--- src/rtl/vram_write_arbiter_pkg.sv ---
// Shared constants and types for the text-VRAM port-A write arbiter.
// The 60x17 grid occupies addresses 0..1019 of the 1024-entry VRAM.
package vram_write_arbiter_pkg;

  localparam int unsigned COLS       = 60;
  localparam int unsigned ROWS       = 17;
  localparam int unsigned ADDR_W     = 10;
  localparam int unsigned VRAM_DEPTH = 1024;

  typedef enum logic [1:0] {
    IDLE,
    SETUP,
    RUN,
    DONE
  } fill_state_t;

  typedef struct packed {
    logic [5:0] col;
    logic [4:0] row;
    logic [6:0] w;
    logic [4:0] h;
    logic [7:0] ch;
  } fill_req_t;

endpackage

--- src/rtl/vram_write_arbiter_if.sv ---
// Bus bundle between the CPU/fill requester, the arbiter and VRAM port A.
// The master drives CPU writes and fill requests; the slave is the arbiter.
interface vram_write_arbiter_if;
  import vram_write_arbiter_pkg::*;

  logic              cpu_we;
  logic [ADDR_W-1:0] cpu_addr;
  logic [7:0]        cpu_din;
  logic              fill_start;
  logic [5:0]        fill_col;
  logic [4:0]        fill_row;
  logic [6:0]        fill_w;
  logic [4:0]        fill_h;
  logic [7:0]        fill_char;
  logic              fill_busy;
  logic              fill_done;
  logic [ADDR_W-1:0] v_ada;
  logic              v_cea;
  logic [7:0]        v_din;

  modport master (
    output cpu_we, cpu_addr, cpu_din,
    output fill_start, fill_col, fill_row, fill_w, fill_h, fill_char,
    input  fill_busy, fill_done, v_ada, v_cea, v_din
  );

  modport slave (
    input  cpu_we, cpu_addr, cpu_din,
    input  fill_start, fill_col, fill_row, fill_w, fill_h, fill_char,
    output fill_busy, fill_done, v_ada, v_cea, v_din
  );

endinterface

--- src/rtl/vram_write_arbiter_fill_addr_gen.sv ---
// Rectangle clipping and row-major address walk for the fill engine.
// Clip result is combinational from the captured request; counters load on 'load'.
module vram_write_arbiter_fill_addr_gen
  import vram_write_arbiter_pkg::*;
(
  input  logic              clk,
  input  logic              rst,
  input  logic              load,
  input  logic              advance,
  input  logic [5:0]        col,
  input  logic [4:0]        row,
  input  logic [6:0]        w,
  input  logic [4:0]        h,
  output logic              empty,
  output logic [ADDR_W-1:0] addr,
  output logic              last
);

  logic              col_ok, row_ok;
  logic [6:0]        col_room, ew;
  logic [4:0]        row_room, eh;
  logic [ADDR_W-1:0] base;

  logic [6:0]        ew_q, x_q;
  logic [4:0]        eh_q, y_q;
  logic [ADDR_W-1:0] row_base_q;
  logic              x_last;

  always_comb begin
    col_ok   = {1'b0, col} < 7'(COLS);
    row_ok   = row < 5'(ROWS);
    col_room = 7'(COLS) - {1'b0, col};
    row_room = 5'(ROWS) - row;
    ew       = (w < col_room) ? w : col_room;
    eh       = (h < row_room) ? h : row_room;
    empty    = !col_ok || !row_ok || (ew == '0) || (eh == '0);
    // row*60 as row*64 - row*4; modulo wrap is harmless since only row<17 is used
    base     = ADDR_W'({row, 6'b0}) - ADDR_W'({row, 2'b0}) + ADDR_W'(col);
  end

  assign addr   = row_base_q + ADDR_W'(x_q);
  assign x_last = (x_q == ew_q - 7'd1);
  assign last   = x_last && (y_q == eh_q - 5'd1);

  always_ff @(posedge clk) begin
    if (rst) begin
      ew_q       <= '0;
      eh_q       <= '0;
      x_q        <= '0;
      y_q        <= '0;
      row_base_q <= '0;
    end else if (load) begin
      ew_q       <= ew;
      eh_q       <= eh;
      x_q        <= '0;
      y_q        <= '0;
      row_base_q <= base;
    end else if (advance) begin
      if (x_last) begin
        x_q        <= '0;
        y_q        <= y_q + 5'd1;
        row_base_q <= row_base_q + ADDR_W'(COLS);
      end else begin
        x_q <= x_q + 7'd1;
      end
    end
  end

endmodule

--- src/rtl/vram_write_arbiter.sv ---
// VRAM port-A owner: fixed-priority CPU pass-through plus a rectangle-fill engine
// that writes one character on every cycle the CPU leaves free.
module vram_write_arbiter
  import vram_write_arbiter_pkg::*;
(
  input logic                 clk,
  input logic                 rst,
  vram_write_arbiter_if.slave bus
);

  fill_state_t       state_q;
  fill_req_t         req_q;
  logic              v_cea_q, busy_q, done_q;
  logic [ADDR_W-1:0] v_ada_q;
  logic [7:0]        v_din_q;

  logic              gen_load, gen_advance, gen_empty, gen_last;
  logic [ADDR_W-1:0] gen_addr;

  // Engine only moves on cycles the CPU does not claim, so a deferred write keeps its address.
  assign gen_load    = (state_q == SETUP);
  assign gen_advance = (state_q == RUN) && !bus.cpu_we;

  vram_write_arbiter_fill_addr_gen u_addr_gen (
    .clk     (clk),
    .rst     (rst),
    .load    (gen_load),
    .advance (gen_advance),
    .col     (req_q.col),
    .row     (req_q.row),
    .w       (req_q.w),
    .h       (req_q.h),
    .empty   (gen_empty),
    .addr    (gen_addr),
    .last    (gen_last)
  );

  always_ff @(posedge clk) begin
    if (rst) begin
      state_q <= IDLE;
      req_q   <= '0;
      v_cea_q <= 1'b0;
      v_ada_q <= '0;
      v_din_q <= '0;
      busy_q  <= 1'b0;
      done_q  <= 1'b0;
    end else begin
      v_cea_q <= 1'b0;
      done_q  <= 1'b0;

      if (bus.cpu_we) begin
        v_cea_q <= 1'b1;
        v_ada_q <= bus.cpu_addr;
        v_din_q <= bus.cpu_din;
      end else if (state_q == RUN) begin
        v_cea_q <= 1'b1;
        v_ada_q <= gen_addr;
        v_din_q <= req_q.ch;
      end

      case (state_q)
        IDLE: begin
          if (bus.fill_start) begin
            req_q   <= '{col: bus.fill_col, row: bus.fill_row, w: bus.fill_w,
                         h: bus.fill_h, ch: bus.fill_char};
            state_q <= SETUP;
            busy_q  <= 1'b1;
          end
        end
        SETUP: begin
          if (gen_empty) begin
            state_q <= DONE;
            busy_q  <= 1'b0;
          end else begin
            state_q <= RUN;
          end
        end
        RUN: begin
          if (gen_advance && gen_last) begin
            state_q <= DONE;
            busy_q  <= 1'b0;
          end
        end
        DONE: begin
          done_q  <= 1'b1;
          state_q <= IDLE;
        end
        default: state_q <= IDLE;
      endcase
    end
  end

  assign bus.v_cea     = v_cea_q;
  assign bus.v_ada     = v_ada_q;
  assign bus.v_din     = v_din_q;
  assign bus.fill_busy = busy_q;
  assign bus.fill_done = done_q;

endmodule

--- src/flat_wrapper.sv ---
// flat-port wrapper written by rule: the top's interface ports become plain ports
module vram_write_arbiter_flat import vram_write_arbiter_pkg::*;
  (clk, rst, bus_cpu_we, bus_cpu_addr, bus_cpu_din, bus_fill_start, bus_fill_col, bus_fill_row, bus_fill_w, bus_fill_h, bus_fill_char, bus_fill_busy, bus_fill_done, bus_v_ada, bus_v_cea, bus_v_din);
  vram_write_arbiter_if bus_i ();
  input logic clk;
  input logic rst;
  input wire logic [$bits(bus_i.cpu_we)-1:0] bus_cpu_we;
  input wire logic [$bits(bus_i.cpu_addr)-1:0] bus_cpu_addr;
  input wire logic [$bits(bus_i.cpu_din)-1:0] bus_cpu_din;
  input wire logic [$bits(bus_i.fill_start)-1:0] bus_fill_start;
  input wire logic [$bits(bus_i.fill_col)-1:0] bus_fill_col;
  input wire logic [$bits(bus_i.fill_row)-1:0] bus_fill_row;
  input wire logic [$bits(bus_i.fill_w)-1:0] bus_fill_w;
  input wire logic [$bits(bus_i.fill_h)-1:0] bus_fill_h;
  input wire logic [$bits(bus_i.fill_char)-1:0] bus_fill_char;
  output wire logic [$bits(bus_i.fill_busy)-1:0] bus_fill_busy;
  output wire logic [$bits(bus_i.fill_done)-1:0] bus_fill_done;
  output wire logic [$bits(bus_i.v_ada)-1:0] bus_v_ada;
  output wire logic [$bits(bus_i.v_cea)-1:0] bus_v_cea;
  output wire logic [$bits(bus_i.v_din)-1:0] bus_v_din;
  assign bus_i.cpu_we = bus_cpu_we;
  assign bus_i.cpu_addr = bus_cpu_addr;
  assign bus_i.cpu_din = bus_cpu_din;
  assign bus_i.fill_start = bus_fill_start;
  assign bus_i.fill_col = bus_fill_col;
  assign bus_i.fill_row = bus_fill_row;
  assign bus_i.fill_w = bus_fill_w;
  assign bus_i.fill_h = bus_fill_h;
  assign bus_i.fill_char = bus_fill_char;
  assign bus_fill_busy = bus_i.fill_busy;
  assign bus_fill_done = bus_i.fill_done;
  assign bus_v_ada = bus_i.v_ada;
  assign bus_v_cea = bus_i.v_cea;
  assign bus_v_din = bus_i.v_din;
  vram_write_arbiter u_core (.clk(clk), .rst(rst), .bus(bus_i));
endmodule
--- config.mk ---
export PLATFORM = sky130hd
export DESIGN_NAME = vram_write_arbiter_flat
export DESIGN_NICKNAME = d
export VERILOG_FILES = /design/src/rtl/vram_write_arbiter_pkg.sv /design/src/rtl/vram_write_arbiter_if.sv /design/src/rtl/vram_write_arbiter_fill_addr_gen.sv /design/src/rtl/vram_write_arbiter.sv /design/src/flat_wrapper.sv
export SDC_FILE = /design/constraint.sdc
export NUM_CORES = 1
export LEC_CHECK = 0
export BUFFER_PORTS_ARGS = -buffer_cell sky130_fd_sc_hd__buf_2
export CORE_MARGIN = 4
export CORE_UTILIZATION = 33
export CTS_CLUSTER_SIZE = 20
export DETAILED_ROUTE_END_ITERATION = 8
export GPL_ROUTABILITY_DRIVEN = 1
export PLACE_DENSITY = 0.53
export SETUP_SLACK_MARGIN = 0.15
export SLEW_MARGIN = 20
export SYNTH_ARGS = -nofsm -noshare
export SYNTH_HDL_FRONTEND = slang
export SYNTH_SLANG_ARGS = --single-unit
--- constraint.sdc ---
create_clock -name clk -period 6.9 [get_ports clk]
set_input_delay 1.38 -clock clk [delete_from_list [all_inputs] [get_ports clk]]
set_output_delay 1.38 -clock clk [all_outputs]
set_load 0.01 [all_outputs]
### Word level (Yosys, flattened, before mapping)

Index checks and enable logic that the tools add are counted.

* reduce and logical (&&, ||, !) cells: 22
* order comparisons: 4
* muxes and demuxes: 21
* $add $sub $neg: 10
* equality and inequality tests: 8

Operator list (number)
* $mux W10: 5
* $mux W8: 2
* $mux W7: 2
* $add A10 B6 Y10: 1
* $add A10 B6 Y10 const B: 1
* $add A10 B7 Y10: 1
* $sub A10 B7 Y10: 1
* $pmux W2 S4: 1
* $reduce_and A2 Y1: 4
* $add A7 B1 Y7 const B: 1
* $eq A7 B7 Y1: 1
* $logic_not A7 Y1: 1
* $lt A7 B7 Y1: 1
* $mux W1: 7
* $sub A6 B6 Y7 const A: 1
* $sub A7 B1 Y7 const B: 1
* $lt A6 B6 Y1 const B: 1
* $ne A2 B2 Y1 const B: 3
* $reduce_bool A2 Y1: 3
* $add A5 B1 Y5 const B: 1
* $eq A5 B5 Y1: 1
* $logic_not A5 Y1: 1
* $lt A5 B5 Y1: 1
* $lt A5 B5 Y1 const B: 1
* other kinds (14): 22

* bits in registers: 88
* word-level logic and storage cells: 81
* output and inout port bits: 21

### Longest topological paths before layout

Gate-level depths: netlist (run 1).

* depth in word-level cells: 8
* depth in mapped cells: 15
* depth with buffers taken out: 13

### By module

Synthesis (run 1) repeated with hierarchy kept, for this count alone.

* cell total of the unflattened synthesis: 647
* area, all modules: 5232.5 µm²

By module, submodules not included
* vram_write_arbiter_fill_addr_gen: seq. area each 680.7 µm², area each 3025.4 µm², instances 1, cells each 383
* vram_write_arbiter: seq. area each 1081.0 µm², area each 2207.1 µm², instances 1, cells each 264

### Least setup slack after synthesis (run 1)

No wires, ideal clock.

* path kind: register to register
* start: register u_core.req_q[25] (netlist bit)
* end: register u_core.busy_q (netlist: u_core.bus.fill_busy)
* stages on the path, launching flop included: 16
* period minus slack after synthesis: 3252 ps
* arrival time: 3131 ps
* buffers on the path: 2
* setup time: 121 ps
* setup slack: 3648 ps
* cell sequence: dfxtp_1 > clkbuf_1 > inv_1 > ha_1 > nand3b_1 > xor2_1 > inv_1 > ha_1 > and3_1 > a221o_1 > a31o_2 > clkbuf_1 > mux2i_1 > nand3_1 > o211ai_1 > mux2_2

* cells in the longest elaborated chain, start to end: 8
* elaborated cells on any way between the ends: 11
* classes of those cells: 1 x add/sub; 2 x order compare; 1 x eq/ne; 1 x mux; 6 x reduce/logical

RTL lines
* start, declared: RTL line vram_write_arbiter.sv:12 `fill_req_t req_q;`
* start signal, assigned: RTL line vram_write_arbiter.sv:64 `req_q <= '{col: bus.fill_col, row: bus.fill_row, w: bus.fill_w,`
* $sub A6 B6 Y7: RTL line vram_write_arbiter_fill_addr_gen.sv:32 `col_room = 7'(COLS) - {1'b0, col};`
* $lt A7 B7 Y1: RTL line vram_write_arbiter_fill_addr_gen.sv:34 `ew = (w < col_room) ? w : col_room;`
* $mux W7: RTL line vram_write_arbiter_fill_addr_gen.sv:34
* $logic_not A7 Y1: RTL line vram_write_arbiter_fill_addr_gen.sv:36 `empty = !col_ok || !row_ok || (ew == '0) || (eh == '0);`
* $logic_or A1 B1 Y1 (*) (2 in a row): RTL line vram_write_arbiter_fill_addr_gen.sv:36
* $ne A2 B2 Y1 (no source line) (*)
* $reduce_and A4 Y1 (no source line) (*)
* end signal, assigned: RTL line vram_write_arbiter.sv:45 `busy_q <= 1'b0;`
* end signal, assigned: RTL line vram_write_arbiter.sv:67 `busy_q <= 1'b1;`
* end signal, assigned: RTL line vram_write_arbiter.sv:73 `busy_q <= 1'b0;`
* end, declared: RTL line vram_write_arbiter.sv:13 `logic v_cea_q, busy_q, done_q;`

Mark *: on every way between the ends. The rest lies on a longest branch, timed or not.
A chain may end at the register's enable or synchronous reset.

### Worst setup path after layout (run 1)

Ends and elaborated chain as after synthesis.

==> results of run 1 <==
## Yosys cell counts, drive strengths merged (5+ instances only)
library cell | instances | share of area (%)
nand3 | 10 | 1.0
dfxtp | 88 | 35
o21ai | 16 | 1.6
inv | 39 | 2.9
clkbuf | 23 | 1.7
ha | 35 | 8.8
mux2i | 26 | 5.2
nor2 | 66 | 5.0
xnor2 | 23 | 4.2
buf | 9 | 0.70
nand2 | 79 | 6.0
a21oi | 70 | 7.0
xor2 | 16 | 2.8
a21o | 5 | 0.75
a211oi | 17 | 2.6
nor4 | 5 | 0.75
nor3 | 16 | 1.6
or4 | 6 | 1.1
nor2b | 6 | 0.75
## routing by layer
layer / routed length (um) / global-route usage [%]
met1: 6012 / 20.16
met2: 5652 / 23.69
met3: 531 / 3.902
met4: 161 / 3.751
met5: 0 / 0
## worst paths after layout
| check | startpoint | cells after the start | slack, ns | to |
|---|---|---|---|---|
| worst max-delay path | u_core.req_q[25] | 13 | 3.52 | u_core.bus.fill_busy |
| worst min-delay path | u_core.req_q[3] | 2 | 0.46 | u_core.req_q[3] |
| worst max register to register | u_core.req_q[25] | 13 | 3.52 | u_core.bus.fill_busy |
| worst min register to register | u_core.req_q[3] | 2 | 0.46 | u_core.req_q[3] |
## power by group through the flow
stage                     Clock, uW  Combinational [uW]  Sequential (uW)
after floorplan                   0                 633              688
after global placement            0                 785              711
after detailed placement          0                 803              716
after CTS                       550                 811              705
after global routing            567                 917              719
final                           533                 810              704
## worst reg2reg max path, cell delays in order, from the launching register on
cell and delay, ns:
dfxtp_1 0.46, inv_1 0.07, ha_1 0.24, nand3b_1 0.18
xor2_1 0.29, inv_1 0.08, ha_1 0.27, and3_1 0.16
a221o_1 0.29, a31o_2 0.32, mux2i_1 0.24, nand3_1 0.13
o211ai_1 0.19, mux2_2 0.36
## cells by family (layout without fill, tap and decap cells)
kind of cell	Yosys count	after routing	share of synthesized area [%]
adder cells (fa/ha/maj)	36	36	9.208
flip-flops	88	88	35.42
AO/OA/AOI/OAI	140	140	17.11
AND/OR/NAND/NOR	216	216	20.10
multiplexers	28	28	5.686
XOR/XNOR	39	39	7.019
buffers and inverters	72	132	5.459
## sequential cells by signal (all words and copies together), names as in the netlist
name,flops
u_core.req_q,31
u_core.u_addr_gen.y_q,5
u_core.u_addr_gen.x_q,7
u_core.u_addr_gen.ew_q,7
u_core.bus.v_din,8
u_core.state_q,2
u_core.bus.v_ada,10
u_core.u_addr_gen.eh_q,5
u_core.u_addr_gen.row_base_q,10
u_core.bus.fill_busy,1
u_core.bus.fill_done,1
u_core.bus.v_cea,1
## metrics by stage
stage,std cells,hold slack [ns],total power (uW)
after detailed placement,848,0.4503,1519
after global routing,863,0.4741,2204
after floorplan,619,0.4360,1322
after global placement,848,0.4466,1496
after CTS,863,0.4590,2066
final,863,0.4566,2047
## cell type report
cell class,instances,share of cell area [%]
clock buffers,10,4.116
clock inverters,5,1.401
inverters,40,2.586
multi-input cells,459,50.78
flip-flops and latches,88,30.34
well taps,184,3.966
repair buffers,77,6.810
==> results.py, run 1 <==
metrics = {
    "worst_setup_path": {
        "cp_max_fo": 9,
        "start_kind": "flip-flop",
        "cpPeakStageDelay_ns": 0.46,
        "worstPathRequired_ns": 7.13,
        "crit_chain": "inv_1 -> ha_1 -> nand3b_1 -> xor2_1 -> inv_1 -> ha_1 -> and3_1 -> a221o_1 -> a31o_2 -> mux2i_1 -> nand3_1 -> o211ai_1 -> mux2_2",
        "arrival_ns": 3.61,
        "worst-path-buf-inv": 2,
        "slowest_stage": "dfxtp_1",
        "crit_family": "compound AO/OA/AOI/OAI gates",
        "cp-end-kind": "flip-flop",
        "worstSetupPathType": "reg2reg",
    },
    "global_routing": {
        "grt_use_total_pct": 14.88,
        "grt_pass1_wl_um": 20400,
        "grt_max_degree": 78,
        "antenna_found_initial": 0,
        "gr-total-overflow": 0,
        "grt_pass1_vias": 4147,
    },
    "pwr": {
        "p_clk_share_pct": 26.0,
        "power_density_mw_per_mm2": 352.6,
        "p_sw_uw": 774.1,
        "pwr-share-comb_pct": 39.6,
        "power_frac_seq_pct": 34.4,
        "intPower_uw": 1273,
        "sw_frac_of_total_pct": 37.82,
        "vdd_ir_drop_max_v": 0.0002247,
        "p_leak_uw": 0.002359,
    },
    "synth": {
        "synth_fp_nets": 708,
        "ys_warn_count": 0,
        "syn-cell-area_mm2": 0.004974,
        "synth_ff_type": "dfxtp_1",
        "synth_cells": 619,
        "avgSynthCellArea_um2": 8.035,
        "synth-edff-count": 0,
        "yosysUniqueCellTypes": 55,
        "async_flop_share_pct": 0,
        "ys_seq_area_share_pct": 35.42,
        "synth-seq-cells": 88,
    },
    "clocking": {
        "clk_pin_slew_worst_paths_ns": 0.06,
        "cts-root-buf": "clkbuf_16",
        "post-cts-setup-buffers": 0,
        "insertion_delay_ns": 0.35,
        "cts_tree": "yes",
        "post_cts_resize_count": 0,
        "clock-sinks": 88,
        "holdBufCountCts": 0,
        "htreeDepth": 3,
        "cts_buffers": 9,
        "clockBufferDepth": 2,
    },
    "sta": {
        "report.final.slew_viol_count": 0,
        "setup_ws_ns": 3.524,
        "setup_violations": 0,
        "tns_ns": 0,
        "max-slew-margin-rel_pct": 27.43,
        "tightest_slew_ns": 1.086,
        "fin_skew_ns": 0.01056,
        "timing.fmax_mhz": 296.2,
        "hold_viol": 0,
        "fin_crit_sh_pct": 48.93,
        "rsz0062_at_grt": "no",
        "fin_crit_ns": 3.376,
    },
    "cells_and_area": {
        "n_antenna_cell": 0,
        "finalNetCount": 764,
        "fillers": 1569,
        "final_layout_size_suffix_gt1_share_pct": 15.32,
        "layout_commonest_cell": "dfxtp_1",
        "fin_util_pct": 39.64,
        "final_area_mm2": 0.005806,
        "final_cell_mix": "88 x dfxtp_1, 79 x nand2_1, 73 x buf_2",
        "areaGrowthSynthToFinish_pct": 16.73,
        "multi_input_area_mm2": 0.002948,
        "regArea_mm2": 0.001762,
    },
    "floorplan": {
        "die_area_mm2": 0.01710,
        "row_count": 44,
        "start_util_pct": 33.96,
        "die_x_um": 130.8,
        "ios": 74,
        "core_mm2": 0.01464,
        "die_h_um": 130.8,
    },
    "placed_design": {
        "io_buffer_count": 73,
        "gp_congestion": 0.8255,
        "detailed_place.area_mm2": 0.005478,
        "dp.final_hpwl_um": 9131,
        "place_ws_ns": 3.540,
    },
    "drt": {
        "dr.pass1.iters": 4,
        "ant_nets": 0,
        "num_vias": 4380,
        "first_iter_violations": 186,
        "drc": 0,
        "drt_wl_total_um": 12360,
        "routedWlPerCell_um": 14.32,
        "viasPerCell": 5.075,
    },
    "run": {
        "cap_viol_max_count": 0,
    },
    "min_path": {
        "hp-class": "reg2reg",
    },
    "run_status": {
        "status": "finished, final reports clean",
    },
}
Note: power is estimated with default switching activity, not from simulation.
==> inputs of run 2 (changes only) <==
--- a/config.mk
+++ b/config.mk
@@ -11,7 +11,7 @@
 export CTS_CLUSTER_SIZE = 20
 export DETAILED_ROUTE_END_ITERATION = 8
 export GPL_ROUTABILITY_DRIVEN = 1
-export PLACE_DENSITY = 0.53
+export PLACE_DENSITY = 0.55
 export SETUP_SLACK_MARGIN = 0.15
 export SLEW_MARGIN = 20
 export SYNTH_ARGS = -nofsm -noshare
==> constraint.sdc (replaced) <==
create_clock -name clk -period 2.75 [get_ports clk]
set_input_delay 0.55 -clock clk [delete_from_list [all_inputs] [get_ports clk]]
set_output_delay 0.55 -clock clk [all_outputs]
set_load 0.01 [all_outputs]
==> results.py, run 2 (synthesis results as in run 1) <==
metrics = {
    "drt": {
        "ant_nets": 0,
        "routedWlPerCell_um": 14.66,
        "viasPerCell": 5.007,
        "drt_wl_total_um": 13370,
        "first_iter_violations": 190,
        "dr.pass1.iters": 5,
        "num_vias": 4566,
        "drc": 0,
    },
    "floorplan": {
        "row_count": 44,
        "die_x_um": 130.8,
        "ios": 74,
        "start_util_pct": 33.96,
        "core_mm2": 0.01464,
        "die_area_mm2": 0.01710,
        "die_h_um": 130.8,
    },
    "clocking": {
        "clockBufferDepth": 2,
        "clk_pin_slew_worst_paths_ns": 0.06,
        "cts_tree": "yes",
        "clock-sinks": 88,
        "cts_buffers": 9,
        "insertion_delay_ns": 0.35,
        "holdBufCountCts": 0,
        "cts-root-buf": "clkbuf_16",
        "htreeDepth": 3,
    },
    "global_routing": {
        "grt_use_total_pct": 16.31,
        "grt_pass1_wl_um": 22340,
        "antenna_found_initial": 0,
        "grt_pass1_vias": 4568,
        "grt_max_degree": 63,
        "gr-total-overflow": 0,
    },
    "sta": {
        "setup_violations": 8,
        "report.final.slew_viol_count": 0,
        "fin_crit_sh_pct": 106.9,
        "fin_crit_ns": 2.938,
        "hold_viol": 0,
        "tightest_slew_ns": 0.9757,
        "rsz0062_at_grt": "yes",
        "timing.fmax_mhz": 340.3,
        "max-slew-margin-rel_pct": 34.10,
        "tns_ns": -0.8459,
        "fin_skew_ns": 0.007951,
        "setup_ws_ns": -0.1885,
        "whs_ns": 0.4306,
    },
    "cells_and_area": {
        "largest_reg_flops": 31,
        "final_cell_mix": "81 x dfxtp_1, 78 x nand2_1, 73 x buf_2",
        "multi_input_area_mm2": 0.003204,
        "finalNetCount": 813,
        "regArea_mm2": 0.001778,
        "fin_util_pct": 44.60,
        "n_antenna_cell": 0,
        "stdcell_count": 912,
        "final_layout_size_suffix_gt1_share_pct": 26.79,
        "largest_register": "u_core.req_q",
        "layout_commonest_cell": "dfxtp_1",
        "fillers": 1453,
        "areaGrowthSynthToFinish_pct": 31.32,
    },
    "placed_design": {
        "dp.cells": 883,
        "place_ws_ns": -0.3359,
        "gp_congestion": 0.9261,
        "dp.final_hpwl_um": 9928,
        "io_buffer_count": 73,
    },
    "worst_setup_path": {
        "cp-end-kind": "flip-flop",
        "worstReg2RegStart": "u_core.req_q[25]",
        "arrival_ns": 3.18,
        "worst-path-buf-inv": 2,
        "start_kind": "flip-flop",
        "crit_start": "u_core.req_q[25]",
        "worstSetupPathType": "reg2reg",
        "crit_chain": "inv_4 -> ha_4 -> nand3b_1 -> xor2_1 -> inv_1 -> ha_1 -> and3_4 -> a221o_1 -> a31o_2 -> mux2i_2 -> nand3_2 -> o211ai_1 -> mux2_2",
        "cp_max_fo": 4,
        "crit_family": "compound AO/OA/AOI/OAI gates",
        "r2r_slack_ns": -0.19,
        "worstPathRequired_ns": 2.99,
        "slowest_stage": "dfxtp_4",
        "cpPeakStageDelay_ns": 0.37,
    },
    "min_path": {
        "hp-class": "in2reg",
        "holdCritStartpoint": "bus_cpu_din[2]",
    },
    "run": {
        "cap_viol_max_count": 0,
    },
    "pwr": {
        "power_density_mw_per_mm2": 871.6,
        "vdd_ir_drop_max_v": 0.0004137,
        "p_leak_uw": 0.002713,
    },
    "run_status": {
        "violations": "setup timing",
        "status": "finished with violations",
    },
}
[run 2: worst paths after layout]
kind                                        endpoint  depth (start not counted)
worst max-delay path            u_core.bus.fill_busy                         13
worst min-delay path             u_core.bus.v_din[2]                          3
worst max register to register  u_core.bus.fill_busy                         13
worst min register to register       u_core.req_q[0]                          2
[run 2: power breakdown]
part | switching [uW] | total (uW) | internal [uW]
clock | 494 | 1380 | 890
combinational | 1330 | 2510 | 1180
sequential | 276 | 1800 | 1520
[run 2: worst register-to-register path: stages, from the launching register on]
cell,delay (ns)
dfxtp_4,0.37
inv_4,0.04
ha_4,0.14
nand3b_1,0.16
xor2_1,0.20
inv_1,0.07
ha_1,0.27
and3_4,0.15
a221o_1,0.28
a31o_2,0.24
mux2i_2,0.23
nand3_2,0.11
o211ai_1,0.21
mux2_2,0.35
[run 2: routing by layer]
| metal | GRT usage, % | vias to the layer above | share of wire, % |
|---|---|---|---|
| met4 | 4.598 | 0 | 1.4 |
| met1 | 21.63 | 2116 | 47 |
| met3 | 3.902 | 17 | 4.2 |
| li1 | - | 2351 | - |
| met5 | 0 | - | 0 |
| met2 | 26.57 | 82 | 47 |
[run 2: what timing repair did]
item	4_1_cts	5_1_grt
resized for setup	22	38
pin swaps	16	21
buffers inserted	9	5
setup endpoints to repair	13	23
hold endpoints to repair	0	0
[run 2: area by class of cell]
class                           instances  area share (%)
Tap cell                              184           3.525
Inverter                               40           2.337
Timing Repair Buffer                  126           12.64
Clock buffer                           13           4.291
Clock inverter                          2          0.9195
Sequential cell                        88           27.22
Multi-Input combinational cell        459           49.06
[run 2: stage by stage]
step	cell area [um^2]	total power, uW
floorplan	5045	3385
global placement	5798	3965
detailed placement	5798	4036
CTS	6295	5561
global route	6531	6129
finish	6531	5693
